===== src/rtl/mux3_pkg.sv =====
// Shared definitions for the 3-to-1 mux sequencer: select codes, source indices and FSM states.
package mux3_pkg;

    localparam logic [1:0] SEL_X    = 2'b00;
    localparam logic [1:0] SEL_Y    = 2'b01;
    localparam logic [1:0] SEL_Z    = 2'b10;
    localparam logic [1:0] SEL_NONE = 2'b11;

    localparam logic [1:0] SRC_X = 2'd0;
    localparam logic [1:0] SRC_Y = 2'd1;
    localparam logic [1:0] SRC_Z = 2'd2;

    typedef enum logic [1:0] {
        IDLE,
        GRANT,
        HOLD
    } state_e;

    // Successor of a source in round-robin order, wrapping Z back to X.
    function automatic logic [1:0] next_src(input logic [1:0] src);
        return (src == SRC_Z) ? SRC_X : src + 2'd1;
    endfunction

    function automatic logic [1:0] src_to_sel(input logic [1:0] src);
        logic [1:0] code;
        case (src)
            SRC_X:   code = SEL_X;
            SRC_Y:   code = SEL_Y;
            SRC_Z:   code = SEL_Z;
            default: code = SEL_NONE;
        endcase
        return code;
    endfunction

    function automatic logic [1:0] sel_to_src(input logic [1:0] code);
        logic [1:0] src;
        case (code)
            SEL_Y:   src = SRC_Y;
            SEL_Z:   src = SRC_Z;
            default: src = SRC_X;
        endcase
        return src;
    endfunction

endpackage


===== src/rtl/mux3_rr_sequencer_if.sv =====
// Request/grant/select and downstream valid/ready bundle of the mux sequencer.
interface mux3_rr_sequencer_if #(
    parameter int unsigned WIDTH = 4
);

    logic [2:0]       req;
    logic [2:0]       grant;
    logic [1:0]       sel;
    logic [WIDTH-1:0] mux_o;
    logic [WIDTH-1:0] out_data;
    logic             out_valid;
    logic             out_ready;

    modport master (
        input  req,
        input  mux_o,
        input  out_ready,
        output grant,
        output sel,
        output out_data,
        output out_valid
    );

    modport slave (
        output req,
        output mux_o,
        output out_ready,
        input  grant,
        input  sel,
        input  out_data,
        input  out_valid
    );

endinterface


===== src/rtl/rr_pick3.sv =====
// Three-way request picker: round-robin from ptr by default, fixed X>Y>Z priority when
// FIXED_PRIORITY_EN is defined.
module rr_pick3
    import mux3_pkg::*;
(
    input  logic [2:0] req,
    input  logic [1:0] ptr,
    output logic [1:0] winner,
    output logic [2:0] onehot,
    output logic       any
);

    logic [1:0] first;
    logic [1:0] second;
    logic [1:0] third;

`ifdef FIXED_PRIORITY_EN
    logic unused_ptr;
    assign unused_ptr = ^ptr;

    always_comb begin
        first  = SRC_X;
        second = SRC_Y;
        third  = SRC_Z;
    end
`else
    // An out-of-range pointer is treated as X so the search order is always a rotation.
    always_comb begin
        first  = (ptr > SRC_Z) ? SRC_X : ptr;
        second = next_src(first);
        third  = next_src(second);
    end
`endif

    always_comb begin
        winner = first;
        if (req[first]) begin
            winner = first;
        end else if (req[second]) begin
            winner = second;
        end else if (req[third]) begin
            winner = third;
        end
    end

    assign any    = |req;
    assign onehot = any ? (3'b001 << winner) : 3'b000;

endmodule


===== src/rtl/mux3_rr_sequencer.sv =====
// Arbitrates sources X/Y/Z onto the shared 3-to-1 mux and hands the sampled output downstream
// with valid/ready. Define FIXED_PRIORITY_EN to replace round-robin with fixed X>Y>Z priority.
module mux3_rr_sequencer
    import mux3_pkg::*;
#(
    parameter int unsigned WIDTH = 4
) (
    input logic                clk,
    input logic                rst_n,
    mux3_rr_sequencer_if.master bus
);

    state_e           state_q, state_d;
    logic [1:0]       sel_q, sel_d;
    logic [2:0]       grant_q, grant_d;
    logic [WIDTH-1:0] data_q, data_d;
    logic             valid_q, valid_d;
    logic             launch;

    logic [1:0]       ptr_q;
    logic [1:0]       pick_win;
    logic [2:0]       pick_onehot;
    logic             pick_any;

    rr_pick3 u_pick (
        .req    (bus.req),
        .ptr    (ptr_q),
        .winner (pick_win),
        .onehot (pick_onehot),
        .any    (pick_any)
    );

`ifdef FIXED_PRIORITY_EN
    assign ptr_q = SRC_X;
`else
    // In GRANT, sel_q still carries the winner's code, so the pointer moves past it.
    always_ff @(posedge clk) begin
        if (!rst_n) begin
            ptr_q <= SRC_X;
        end else if (state_q == GRANT) begin
            ptr_q <= next_src(sel_to_src(sel_q));
        end
    end
`endif

    always_comb begin
        state_d = state_q;
        sel_d   = SEL_NONE;
        grant_d = 3'b000;
        data_d  = data_q;
        valid_d = valid_q;
        launch  = 1'b0;

        unique case (state_q)
            IDLE: begin
                launch = pick_any;
            end
            GRANT: begin
                data_d  = bus.mux_o;
                valid_d = 1'b1;
                state_d = HOLD;
            end
            HOLD: begin
                // Requests are only looked at once the held word has been accepted.
                if (valid_q && bus.out_ready) begin
                    valid_d = 1'b0;
                    state_d = IDLE;
                    launch  = pick_any;
                end
            end
            default: begin
                state_d = IDLE;
                valid_d = 1'b0;
            end
        endcase

        if (launch) begin
            state_d = GRANT;
            sel_d   = src_to_sel(pick_win);
            grant_d = pick_onehot;
        end
    end

    always_ff @(posedge clk) begin
        if (!rst_n) begin
            state_q <= IDLE;
            sel_q   <= SEL_NONE;
            grant_q <= 3'b000;
            data_q  <= '0;
            valid_q <= 1'b0;
        end else begin
            state_q <= state_d;
            sel_q   <= sel_d;
            grant_q <= grant_d;
            data_q  <= data_d;
            valid_q <= valid_d;
        end
    end

    assign bus.sel       = sel_q;
    assign bus.grant     = grant_q;
    assign bus.out_data  = data_q;
    assign bus.out_valid = valid_q;

    a_grant_onehot : assert property (@(posedge clk) disable iff (!rst_n)
        $onehot0(grant_q));

    a_sel_matches_grant : assert property (@(posedge clk) disable iff (!rst_n)
        (grant_q != 3'b000) == (sel_q != SEL_NONE));

    a_hold_stable : assert property (@(posedge clk) disable iff (!rst_n)
        (valid_q && !bus.out_ready) |=> (valid_q && $stable(data_q)));

endmodule


===== src/flat_wrapper.sv =====
// flat-port wrapper written by rule: the top's interface ports become plain ports
module mux3_rr_sequencer_flat import mux3_pkg::*;
#(
    parameter int unsigned WIDTH = 4
)
  (clk, rst_n, bus_req, bus_mux_o, bus_out_ready, bus_grant, bus_sel, bus_out_data, bus_out_valid);
  mux3_rr_sequencer_if #(.WIDTH(WIDTH)) bus_i ();
  input logic clk;
  input logic rst_n;
  input wire logic [$bits(bus_i.req)-1:0] bus_req;
  input wire logic [$bits(bus_i.mux_o)-1:0] bus_mux_o;
  input wire logic [$bits(bus_i.out_ready)-1:0] bus_out_ready;
  output wire logic [$bits(bus_i.grant)-1:0] bus_grant;
  output wire logic [$bits(bus_i.sel)-1:0] bus_sel;
  output wire logic [$bits(bus_i.out_data)-1:0] bus_out_data;
  output wire logic [$bits(bus_i.out_valid)-1:0] bus_out_valid;
  assign bus_i.req = bus_req;
  assign bus_i.mux_o = bus_mux_o;
  assign bus_i.out_ready = bus_out_ready;
  assign bus_grant = bus_i.grant;
  assign bus_sel = bus_i.sel;
  assign bus_out_data = bus_i.out_data;
  assign bus_out_valid = bus_i.out_valid;
  mux3_rr_sequencer #(.WIDTH(WIDTH)) u_core (.clk(clk), .rst_n(rst_n), .bus(bus_i));
endmodule

===== config.mk =====
export PLATFORM = sky130hd
export DESIGN_NAME = mux3_rr_sequencer_flat
export DESIGN_NICKNAME = d
export VERILOG_FILES = /design/src/rtl/mux3_pkg.sv /design/src/rtl/mux3_rr_sequencer_if.sv /design/src/rtl/rr_pick3.sv /design/src/rtl/mux3_rr_sequencer.sv /design/src/flat_wrapper.sv
export SDC_FILE = /design/constraint.sdc
export NUM_CORES = 1
export LEC_CHECK = 0
export CORE_MARGIN = 2
export CORE_UTILIZATION = 40
export CTS_CLUSTER_SIZE = 25
export DETAILED_ROUTE_END_ITERATION = 8
export PLACE_DENSITY_LB_ADDON = 0.05
export SLEW_MARGIN = 20
export SYNTH_ARGS = -nofsm -noshare
export SYNTH_HDL_FRONTEND = slang
export SYNTH_SLANG_ARGS = --single-unit
export TNS_END_PERCENT = 10

===== constraint.sdc =====
create_clock -name clk -period 4.5 [get_ports clk]
set_input_delay 0.45 -clock clk [delete_from_list [all_inputs] [get_ports clk]]
set_output_delay 0.45 -clock clk [all_outputs]
set_load 0.02 [all_outputs]

==> impl_metrics.toml <==
[floorplanning]
chipHeight_um = 47.9
initial_core_util_pct = 43.6
core_area_mm2 = 0.00176
die_area_mm2 = 0.00229
die_width_um = 47.9
ioPinCount = 20
placement_rows = 15

[sta]
timing_hold_violations_final = 0
finalMaxSlewViolations = 0
relSlewSlack_pct = 48.6
period_share_pct = 42.8
timing.hold.ws_ps = 508
fmax_ghz = 0.519
timing.clock.skew_ps = 4.74
unrepaired_setup_endpoints_after_global_routing = "no"
final_period_minus_worst_setup_slack_ps = 1930
setup-tns-final_ps = 0
finalSetupViolations = 0
tightestPinTransition_ps = 769

[clock_tree]
clock_path_buffers = 2
cts_hold_buffers = 0
cts.reportedPaths.clkPinSlew_ps = 80
cts.sink_count = 14
clock_buffers_created_by_tritoncts = 3
clk_latency_ps = 280
clockRootBuffer = "sky130_fd_sc_hd__clkbuf_4"
post_cts_buffers = 0
tritoncts = "built"
cts-resized-gates = 0
htree_levels = 1

[critical_path]
worst_ep_required_time_ps = 4730
family_of_cells_with_the_greatest_summed_delay_on_the_critical_path = "compound AO/OA/AOI/OAI gates"
worstSetupStartpointType = "input port"
ff2ff_path_depth = 7
timing_worst_setup_path_type = "input port to register"
cp_num_cells = 6
worst_path_arrival_time_ps = 2160
path_max_fanout = 9
crit_path_end_kind = "register"
critPathSlowestCell = "sky130_fd_sc_hd__clkdlybuf4s50_1"
critical_path.cell_chain = "clkdlybuf4s50_1 -> nand3b_1 -> o21ai_0 -> a2111oi_1 -> o32a_2 -> and3_1"
critical_path.n_buffers_inverters = 1
cp_slowest_stage_delay_ps = 680

[pwr]
vdd.ir_drop.worst_mv = 0.271
p_leak_uw = 0.000392
power_per_cell_area_mw_per_mm2 = 341

[yosys]
ys_dominant_reg_cell = "sky130_fd_sc_hd__dfxtp_1"
ys_seq_elements = 14
synth_edf_count = 0
post_synth.cell_area_avg_um2 = 9.27
ys_warn_count = 0
post_synth_instance_area_um2 = 769
postSynth.asyncResetShare_pct = 0
post_synth_inst_count = 83
yosysSeqAreaShare_pct = 36.4
synthesis.nets = 97
yosysUniqueCellTypes = 32

[cells_and_area]
layout_common_cells = "19 x sky130_fd_sc_hd__clkdlybuf4s50_1, 14 x sky130_fd_sc_hd__dfxtp_1, 8 x sky130_fd_sc_hd__nor2b_1, 7 x sky130_fd_sc_hd__inv_1, 7 x sky130_fd_sc_hd__nor2_1"
layout_commonest_cell = "sky130_fd_sc_hd__clkdlybuf4s50_1"
antennaDiodeCount = 0
synthToLayoutAreaGrowth_pct = 27.5
layout-drive-gt1-share_pct = 8.91
layout.nets = 116

[detailed_routing]
first_pass_iters = 4
drt.antenna.violating_nets = 0
drt-initial-drc-count = 11
detail_route.drc_violations = 0
detailroute.via_count = 617
route.detailed.wl_per_inst_um = 11.4
vias_per_cell = 4.90
routed_wirelength_um = 1430

[global_routing]
grt-ovfl-total = 0
via_count_of_the_first_global_routing_pass = 528
grt_start_max_net_pins = 11
grt_antenna_before_repair = 0
track_usage_pct = 14.4
first_pass_grt_wire_length_um = 2300

[run_status]
status = "finished clean"

[placed_design]
routability_driven_placement_congestion_ratio = 0.890
detailed_placer_s_ending_hpwl_um = 1060
portBuffers = 19

[hold_path]
worstHoldPathCells = 1
min_path_type = "register to register"

[job]
max_cap_violations = 0
-- worst register-to-register path, cell delays in order, from the launching register on --
cell	delay [ps]
sky130_fd_sc_hd__dfxtp_1	360
sky130_fd_sc_hd__inv_1	70
sky130_fd_sc_hd__ha_1	400
sky130_fd_sc_hd__nor2b_2	160
sky130_fd_sc_hd__and3_1	160
sky130_fd_sc_hd__a311oi_1	50
sky130_fd_sc_hd__o32a_2	420
sky130_fd_sc_hd__and2_1	140
-- per-layer routing --
metal / wire length [um] / part of all wire, % / global-route usage [%] / up-vias
met5: 0 / 0 / 0 / -
met4: 8 / 0.56 / 3.24 / 0
met3: 86 / 6.0 / 6.04 / 2
met2: 624 / 44 / 19.2 / 16
met1: 713 / 50 / 21.4 / 276
li1: - / - / - / 323
-- final timing paths --
check	start	endpoint	slack, ps
min	u_core.bus.out_valid	u_core.bus.out_valid	510
max reg2reg	u_core.ptr_q[0]	u_core.bus.grant[0]	2630
min reg2reg	u_core.bus.out_valid	u_core.bus.out_valid	510
max	bus_req[2]	u_core.bus.grant[2]	2570
-- per-stage QoR --
step	setup WS [ps]	cells	power (uW)	cell area, um^2	util (%)
final	2570	126	334	981	55.6
after global routing	2430	126	355	981	55.6
after CTS	2600	126	340	981	55.6
after detailed placement	2300	122	249	945	53.5
after global placement	2340	122	249	945	53.5
after floorplan	2770	83	217	769	-
-- cells in the mapped netlist (2+ instances only) --
cell,count,area [um^2]
sky130_fd_sc_hd__a21oi_1,5,25.0
sky130_fd_sc_hd__and3_1,2,12.5
sky130_fd_sc_hd__buf_6,3,33.8
sky130_fd_sc_hd__dfxtp_1,14,280
sky130_fd_sc_hd__ha_1,4,50.1
sky130_fd_sc_hd__inv_1,7,26.3
sky130_fd_sc_hd__mux2i_1,5,50.1
sky130_fd_sc_hd__nand2_1,5,18.8
sky130_fd_sc_hd__nor2_1,7,26.3
sky130_fd_sc_hd__nor2b_1,8,50.1
sky130_fd_sc_hd__o21ai_0,2,10.0
-- power by group --
group	leakage, uW	internal [uW]	switching, uW
Sequential	0.000115	137	7.92
Combinational	0.000256	50.1	51.0
Clock	0.0000210	49.2	39.0
-- kinds of logic after synthesis --
| kind of cell | Yosys count | synth area share [%] |
|---|---|---|
| multiplexers | 5 | 6.50 |
| AND/OR/NAND/NOR | 30 | 24.2 |
| AO/OA/AOI/OAI | 18 | 16.9 |
| flip-flops | 14 | 36.4 |
| adder cells (fa/ha/maj) | 4 | 6.50 |
| buffers and inverters | 12 | 9.43 |
-- flip-flops by register name (all words and copies together), names as in the netlist --
register and count:
u_core.bus.sel 2, u_core.state_q 2, u_core.bus.out_data 4, u_core.bus.out_valid 1, u_core.ptr_q 2, u_core.bus.grant 3
-- final cells by class --
class	instances	area (um^2)
Clock buffer	4	36.3
Fill cell	171	783
Inverter	7	26.3
Multi-Input combinational cell	57	417
Sequential cell	14	280
Tap cell	25	31.3
Timing Repair Buffer	19	190
No activity file was read; power rests on OpenSTA's default activity.
